<file path="src/rtl/present_dom_pkg.sv">
// Shared types and helpers for the two-share PRESENT-80 core.
// Optional build macro used by the core: PRESENT_DOM_UNMASK_DBG_EN.
package present_dom_pkg;

  localparam int ROUNDS   = 31;
  localparam int SBOX_LAT = 3;

  typedef enum logic [2:0] {IDLE, RND0, RND1, RND2, RND3, FIN} state_e;

  // Bit i moves to 16*i mod 63, bit 63 stays put.
  function automatic logic [63:0] player64(input logic [63:0] d);
    logic [63:0] o;
    o = '0;
    o[63] = d[63];
    for (int i = 0; i < 63; i++) o[(16 * i) % 63] = d[i];
    return o;
  endfunction

  function automatic logic [79:0] rotl61(input logic [79:0] k);
    return {k[18:0], k[79:19]};
  endfunction

endpackage

</file>
<file path="src/rtl/present_dom_keysched.sv">
// Masked PRESENT-80 key schedule: both key shares, the key S-box and round-counter injection.
module present_dom_keysched
  import present_dom_pkg::*;
(
  input  logic        clk_i,
  input  logic        load_i,
  input  logic        upd_i,
  input  logic [79:0] key0_i,
  input  logic [79:0] key1_i,
  input  logic        rnd_i,
  input  logic [4:0]  round_i,
  output logic [79:0] key0_o,
  output logic [79:0] key1_o
);

  logic [79:0] key0_q, key1_q, key0_d, key1_d, rot0, rot1;
  logic [3:0]  ks0, ks1;

  assign rot0 = rotl61(key0_q);
  assign rot1 = rotl61(key1_q);

  // Input is the post-rotation top nibble; it stays stable for the whole round.
  sbox u_ksbox (
    .clk (clk_i),   .r    (rnd_i),
    .x0_0(rot0[76]), .x1_0(rot0[77]), .x2_0(rot0[78]), .x3_0(rot0[79]),
    .x0_1(rot1[76]), .x1_1(rot1[77]), .x2_1(rot1[78]), .x3_1(rot1[79]),
    .Y0_0(ks0[0]),   .Y1_0(ks0[1]),   .Y2_0(ks0[2]),   .Y3_0(ks0[3]),
    .Y0_1(ks1[0]),   .Y1_1(ks1[1]),   .Y2_1(ks1[2]),   .Y3_1(ks1[3])
  );

  always_comb begin
    key0_d = key0_q;
    key1_d = key1_q;
    if (load_i) begin
      key0_d = key0_i;
      key1_d = key1_i;
    end else if (upd_i) begin
      key0_d = {ks0, rot0[75:0]};
      key0_d[19:15] = key0_d[19:15] ^ round_i;
      key1_d = {ks1, rot1[75:0]};
    end
  end

  always_ff @(posedge clk_i) begin
    key0_q <= key0_d;
    key1_q <= key1_d;
  end

  assign key0_o = key0_q;
  assign key1_o = key1_q;

endmodule

</file>
<file path="src/rtl/sbox.sv">
// Two-share DOM PRESENT S-box, 3-cycle latency, no reset.
// Degree-2 terms in stage 1, degree-3 terms in stage 2, linear recombination in stage 3.
module sbox (
  input  logic clk,
  input  logic r,
  input  logic x0_0,
  input  logic x1_0,
  input  logic x2_0,
  input  logic x3_0,
  input  logic x0_1,
  input  logic x1_1,
  input  logic x2_1,
  input  logic x3_1,
  output logic Y0_0,
  output logic Y1_0,
  output logic Y2_0,
  output logic Y3_0,
  output logic Y0_1,
  output logic Y1_1,
  output logic Y2_1,
  output logic Y3_1
);

  // Product index: 0=x0x1 1=x0x2 2=x1x2 3=x1x3 4=x0x3 5=x2x3
  function automatic logic [5:0] opi(input logic [3:0] v);
    return {v[2], v[0], v[1], v[1], v[0], v[0]};
  endfunction
  function automatic logic [5:0] opj(input logic [3:0] v);
    return {v[3], v[3], v[3], v[2], v[2], v[1]};
  endfunction
  // Cubic index: 0=x0x1x2 1=x0x1x3 2=x0x2x3
  function automatic logic [2:0] cqa(input logic [5:0] q);
    return {q[1], q[0], q[0]};
  endfunction
  function automatic logic [2:0] cxb(input logic [3:0] v);
    return {v[3], v[3], v[2]};
  endfunction

  logic [1:0][3:0] x, xa_q, xb_q, y_d, y_q;
  logic [1:0][5:0] in1_q, cr1_q, q, q2_q;
  logic [1:0][2:0] in2_q, cr2_q, c;

  assign x[0] = {x3_0, x2_0, x1_0, x0_0};
  assign x[1] = {x3_1, x2_1, x1_1, x0_1};

  always_ff @(posedge clk) begin
    for (int s = 0; s < 2; s++) begin
      xa_q[s]  <= x[s];
      in1_q[s] <= opi(x[s]) & opj(x[s]);
      cr1_q[s] <= (opi(x[s]) & opj(x[1-s])) ^ {6{r}};
      xb_q[s]  <= xa_q[s];
      q2_q[s]  <= q[s];
      in2_q[s] <= cqa(q[s]) & cxb(xa_q[s]);
      cr2_q[s] <= (cqa(q[s]) & cxb(xa_q[1-s])) ^ {3{r}};
      y_q[s]   <= y_d[s];
    end
  end

  always_comb begin
    q   = '0;
    c   = '0;
    y_d = '0;
    for (int s = 0; s < 2; s++) begin
      q[s] = in1_q[s] ^ cr1_q[s];
      c[s] = in2_q[s] ^ cr2_q[s];
      // The affine constant lives in share 0 only.
      y_d[s][0] = xb_q[s][0] ^ xb_q[s][2] ^ q2_q[s][2] ^ xb_q[s][3];
      y_d[s][1] = xb_q[s][1] ^ c[s][0] ^ xb_q[s][3] ^ q2_q[s][3] ^ c[s][1]
                ^ q2_q[s][5] ^ c[s][2];
      y_d[s][2] = (s == 0) ^ xb_q[s][2] ^ q2_q[s][0] ^ xb_q[s][3] ^ q2_q[s][4]
                ^ q2_q[s][3] ^ c[s][1] ^ c[s][2];
      y_d[s][3] = (s == 0) ^ xb_q[s][0] ^ xb_q[s][1] ^ q2_q[s][2] ^ c[s][0]
                ^ xb_q[s][3] ^ c[s][1] ^ c[s][2];
    end
  end

  assign {Y3_0, Y2_0, Y1_0, Y0_0} = y_q[0];
  assign {Y3_1, Y2_1, Y1_1, Y0_1} = y_q[1];

endmodule

</file>
<file path="src/rtl/present_dom_core.sv">
// Iterative two-share DOM PRESENT-80 encryption core, 4 cycles per round.
// Optional PRESENT_DOM_UNMASK_DBG_EN adds a recombined ct_dbg output for bring-up.
module present_dom_core
  import present_dom_pkg::*;
(
  input  logic        clk,
  input  logic        rst,
  input  logic        start,
  input  logic [63:0] pt_0,
  input  logic [63:0] pt_1,
  input  logic [79:0] key_0,
  input  logic [79:0] key_1,
  input  logic [16:0] rnd,
  output logic        busy,
  output logic        done,
  output logic [63:0] ct_0,
  output logic [63:0] ct_1
`ifdef PRESENT_DOM_UNMASK_DBG_EN
  ,
  output logic [63:0] ct_dbg
`endif
);

  state_e      st_q;
  logic [4:0]  round_q;
  logic        busy_q, done_q;
  logic [63:0] ct0_q, ct1_q;
  logic [63:0] st0_q, st1_q, sin0, sin1, sout0, sout1;
  logic [79:0] k0, k1;
  logic        accept;

  assign accept = (st_q == IDLE) && start;
  assign sin0   = st0_q ^ k0[79:16];
  assign sin1   = st1_q ^ k1[79:16];

  for (genvar n = 0; n < 16; n++) begin : g_sbox
    sbox u_sbox (
      .clk (clk),           .r   (rnd[n]),
      .x0_0(sin0[4*n]),     .x1_0(sin0[4*n+1]),  .x2_0(sin0[4*n+2]),  .x3_0(sin0[4*n+3]),
      .x0_1(sin1[4*n]),     .x1_1(sin1[4*n+1]),  .x2_1(sin1[4*n+2]),  .x3_1(sin1[4*n+3]),
      .Y0_0(sout0[4*n]),    .Y1_0(sout0[4*n+1]), .Y2_0(sout0[4*n+2]), .Y3_0(sout0[4*n+3]),
      .Y0_1(sout1[4*n]),    .Y1_1(sout1[4*n+1]), .Y2_1(sout1[4*n+2]), .Y3_1(sout1[4*n+3])
    );
  end

  present_dom_keysched u_ks (
    .clk_i  (clk),
    .load_i (accept),
    .upd_i  (st_q == RND3),
    .key0_i (key_0),
    .key1_i (key_1),
    .rnd_i  (rnd[16]),
    .round_i(round_q),
    .key0_o (k0),
    .key1_o (k1)
  );

  // State shares carry no reset; they are always reloaded on accept.
  always_ff @(posedge clk) begin
    if (accept) begin
      st0_q <= pt_0;
      st1_q <= pt_1;
    end else if (st_q == RND3) begin
      st0_q <= player64(sout0);
      st1_q <= player64(sout1);
    end
  end

`ifdef PRESENT_DOM_UNMASK_DBG_EN
  logic [63:0] ct_dbg_q;
  assign ct_dbg = ct_dbg_q;
`endif

  always_ff @(posedge clk) begin
    if (rst) begin
      st_q    <= IDLE;
      round_q <= '0;
      busy_q  <= 1'b0;
      done_q  <= 1'b0;
      ct0_q   <= '0;
      ct1_q   <= '0;
`ifdef PRESENT_DOM_UNMASK_DBG_EN
      ct_dbg_q <= '0;
`endif
    end else begin
      done_q <= 1'b0;
      case (st_q)
        IDLE: if (start) begin
          st_q    <= RND0;
          busy_q  <= 1'b1;
          round_q <= 5'd1;
        end
        RND0: st_q <= RND1;
        RND1: st_q <= RND2;
        RND2: st_q <= RND3;
        // Last round leaves the counter at ROUNDS so it never wraps.
        RND3: if (round_q == 5'(ROUNDS)) begin
          st_q <= FIN;
        end else begin
          st_q    <= RND0;
          round_q <= round_q + 5'd1;
        end
        FIN: begin
          ct0_q  <= sin0;
          ct1_q  <= sin1;
`ifdef PRESENT_DOM_UNMASK_DBG_EN
          ct_dbg_q <= sin0 ^ sin1;
`endif
          done_q <= 1'b1;
          busy_q <= 1'b0;
          st_q   <= IDLE;
        end
        default: st_q <= IDLE;
      endcase
    end
  end

  assign busy = busy_q;
  assign done = done_q;
  assign ct_0 = ct0_q;
  assign ct_1 = ct1_q;

endmodule

</file>
<file path="config.mk">
export PLATFORM = sky130hd
export DESIGN_NAME = present_dom_core
export DESIGN_NICKNAME = d
export VERILOG_FILES = /design/src/rtl/present_dom_pkg.sv /design/src/rtl/present_dom_keysched.sv /design/src/rtl/sbox.sv /design/src/rtl/present_dom_core.sv
export SDC_FILE = /design/constraint.sdc
export NUM_CORES = 2
export LEC_CHECK = 0
export ABC_CLOCK_PERIOD_IN_PS = 9100
export CELL_PAD_IN_SITES_DETAIL_PLACEMENT = 2
export CELL_PAD_IN_SITES_GLOBAL_PLACEMENT = 2
export CORE_MARGIN = 1
export CORE_UTILIZATION = 43
export DETAILED_ROUTE_END_ITERATION = 12
export GPL_TIMING_DRIVEN = 0
export PLACE_DENSITY = 0.92
export SYNTH_ARGS = -nofsm -noshare
export SYNTH_HDL_FRONTEND = slang
export SYNTH_HIERARCHICAL = 1
export SYNTH_SLANG_ARGS = --single-unit
</file>
<file path="constraint.sdc">
create_clock -name clk -period 9.1 [get_ports clk]
set_clock_uncertainty 0.15 [all_clocks]
set_input_delay 1.82 -clock clk [delete_from_list [all_inputs] [get_ports clk]]
set_output_delay 1.82 -clock clk [all_outputs]
set_load 0.05 [all_outputs]
</file>
==> metrics <==
Design Area, Final 0.0682 mm^2; Net Sw Power 12.2 mW; Setup-failing EPs final 0; CTS buffer count 165; Setup Buffers After CTS 0; setup TNS 0 ns; RR Startpoint st_q[1]$_SDFFE_PP0P_; clock buffer depth 3; initial drt markers 4095; register area share after synthesis 0.631; Req. time, crit path 9.40 ns; Max Cap Viol 6; placed cell area 0.0625 mm^2; Die Width 362 um; Setup crit start kind input pin; site row count 131; DR vias 38816; IO Pins 438; R2R depth 9; Power Density 468 mW/mm^2; Initial Util 0.436; fin cells 6975; maximum fanout along the worst path 62; total grt overflow 0; IO Port Bufs 419; R2R Setup Slk 4.43 ns; DR pass1 iterations 5; mapped cell area 0.0559 mm^2; final count of hold timing violations 0; switching power share of the total 0.382; Detailed Place HPWL 169000 um; Hold Path Cell Cnt 0; worst hold path endpoint g_sbox[9].u_sbox/xb_q[1]$_DFF_P_; Crit. End Element register; Clock Latency Late Sink 0.82 ns; commonest non-fill, non-tap cell in the layout dfxtp_1; gpl congestion 0.869; post-CTS sizing 0; Final min period 5.58 ns; most frequent cells in the layout dfxtp_1 (1328), nand2_1 (698), xnor2_1 (635), clkdlybuf4s50_1 (419), xor2_1 (374); peak supply drop 0.256 mV; Root Driver clkbuf_16; DR vias/cell 5.57; hold slack 0.172 ns; number of remaining DRC errors 0; CTS tree yes; HP Start g_sbox[9].u_sbox/xa_q[1]$_DFF_P_; Setup Crit Path Kind input pin to register; Post-Route WL 269000 um; Post-CTS Hold Buffers 0; Yosys Warn Count 6; largest net degree at the start of global routing 64; Slew Limit Headroom -0.0621; Clk pwr share 0.230; Leakage 27.5 nW; FF-to-FF End u_ks/key1_o[62]$_DFFE_PP_; WL/cell 38.6 um; Clk pin slew, worst setup/hold paths 0.07 ns; worst slew pin tran 1.59 ns; area delta synth->final 22.1%; Syn Nets 4792; internal power 19.7 mW; GRT Overall Usage 0.400; max-slew violation count 29; number of global-route vias before repair 43427; Synth Instances 4482; # clock sinks 1616; Die Area 0.131 mm^2; ratio of cells with drive above 1 in the final layout 0.110; Final period util 0.613; path type of the worst min-delay path register to register; Cell variety after synth 37; outcome finished, violations left; Final nets 5391; initial antenna violation count 47; max frequency 179 MHz; H-tree lvl count 4; Core Box Area 0.128 mm^2; register bit total from synthesis 1616; Die Ht 362 um; first-pass GRT wire length 362000 um; crit path DAT 5.88 ns; Placed Cells 6643; RSZ-0062 raised after global routing false; failing checks capacitance limit, slew limit; Final ANT Viol Nets 0; share of power burned in registers 0.377; post-layout util 0.532; Gate power share 0.393; syn_area_per_cell 12.5 um^2
## worst max-delay path, cell delays in order
cell	delay (ns)
clkdlybuf4s50_1	0.51
or4b_1	0.48
buf_2	0.23
inv_4	0.14
buf_2	0.70
buf_4	0.51
buf_6	0.27
or2_4	0.68
buf_16	0.39
## metal layers
layer / part of all wire / wire [um] / track usage
met4: 0.082 / 22100 / 0.273
met5: 0.0014 / 382 / 0
met2: 0.47 / 128000 / 0.669
met3: 0.089 / 24000 / 0.102
met1: 0.35 / 95300 / 0.446
## synth_stat cells (all sizes together)
library cell | number | area [um^2]
a2111oi | 1 | 8.76
a211oi | 1 | 7.51
a21oi | 4 | 20.0
a2bb2oi | 1 | 8.76
a31oi | 1 | 6.26
and2 | 306 | 1910
and3 | 2 | 12.5
and3b | 1 | 8.76
buf | 94 | 572
clkbuf | 33 | 124
dfxtp | 1328 | 26600
edfxtp | 288 | 8650
ha | 2 | 25.0
inv | 3 | 13.8
mux2 | 155 | 1750
nand2 | 698 | 2620
nand3 | 4 | 20.0
nand3b | 2 | 15.0
nor2 | 259 | 972
nor3 | 131 | 656
nor3b | 1 | 7.51
nor4b | 1 | 8.76
o2111ai | 1 | 8.76
o21ai | 5 | 25.0
o311ai | 1 | 8.76
or2 | 2 | 12.5
or4b | 2 | 20.0
xnor2 | 669 | 6110
xnor3 | 85 | 1910
xor2 | 384 | 3360
xor3 | 17 | 404
## cell type report
cell class                      instances  area [um^2]
Timing Repair Buffer                  432         4440
Inverter                                3         13.8
Tap cell                             1729         2160
Sequential cell                      1616        35200
Buffer                                127          697
Clock inverter                         75          738
Multi-Input combinational cell       2736        20000
Clock buffer                          234         4840
Antenna cell                           23         57.6
Fill cell                           12131        60000
## worst max-delay path by stage
stage / startpoint / to / depth (start not counted)
CTS: start / u_ks/key0_o[41]$_DFFE_PP_ / 9
global route: start / u_ks/key1_o[62]$_DFFE_PP_ / 9
detailed placement: start / u_ks/key1_o[0]$_DFFE_PP_ / 9
global placement: start / u_ks/key1_o[22]$_DFFE_PP_ / 8
floorplan: start / u_ks/key0_o[0]$_DFFE_PP_ / 7
finish: start / u_ks/key1_o[62]$_DFFE_PP_ / 9
## kinds of logic after synthesis
group,after synthesis,share of synthesized area
AOI/OAI and AO/OA,15,0.00168
xor gates and xnor gates,1155,0.211
adders and majority gates,2,0.000448
buffers and inverters,130,0.0127
DFF,1616,0.631
muxes,155,0.0312
and+or+nand+nor,1409,0.112
## power groups by stage
stage,logic (mW),clock network (mW),registers (mW)
after CTS,12.2,7.33,11.9
final,12.5,7.34,12.0
after global routing,12.7,7.60,12.1
after detailed placement,11.2,0,11.8
after global placement,10.2,0,11.4
after floorplan,7.62,0,11.1
## sequential cells by signal, indices dropped and copies added (netlist names), 16 cells and up
name and flops:
g_sbox.u_sbox/Y0_0 16, g_sbox.u_sbox/Y1_1 16, g_sbox.u_sbox/q2_q 160, g_sbox.u_sbox/Y3_1 16
u_ks/key1_o 80, ct_1 64, ct_0 64, g_sbox.u_sbox/cr1_q 192
g_sbox.u_sbox/Y1_0 16, g_sbox.u_sbox/in1_q 192, g_sbox.u_sbox/Y2_0 16, g_sbox.u_sbox/Y2_1 16
g_sbox.u_sbox/cr2_q 96, g_sbox.u_sbox/Y0_1 16, g_sbox.u_sbox/xb_q 128, g_sbox.u_sbox/Y3_0 16
st1_q 64, g_sbox.u_sbox/in2_q 96, st0_q 64, g_sbox.u_sbox/xa_q 128
u_ks/key0_o 80
## per-stage QoR
stage / setup slack (ns) / power, mW
after global placement: 0.883 / 21.7
after detailed placement: 3.03 / 23.0
final: 3.52 / 31.9
after CTS: 3.68 / 31.4
after floorplan: 3.53 / 18.7
after global routing: 3.60 / 32.3
Note: power is estimated with default switching activity, not from simulation.
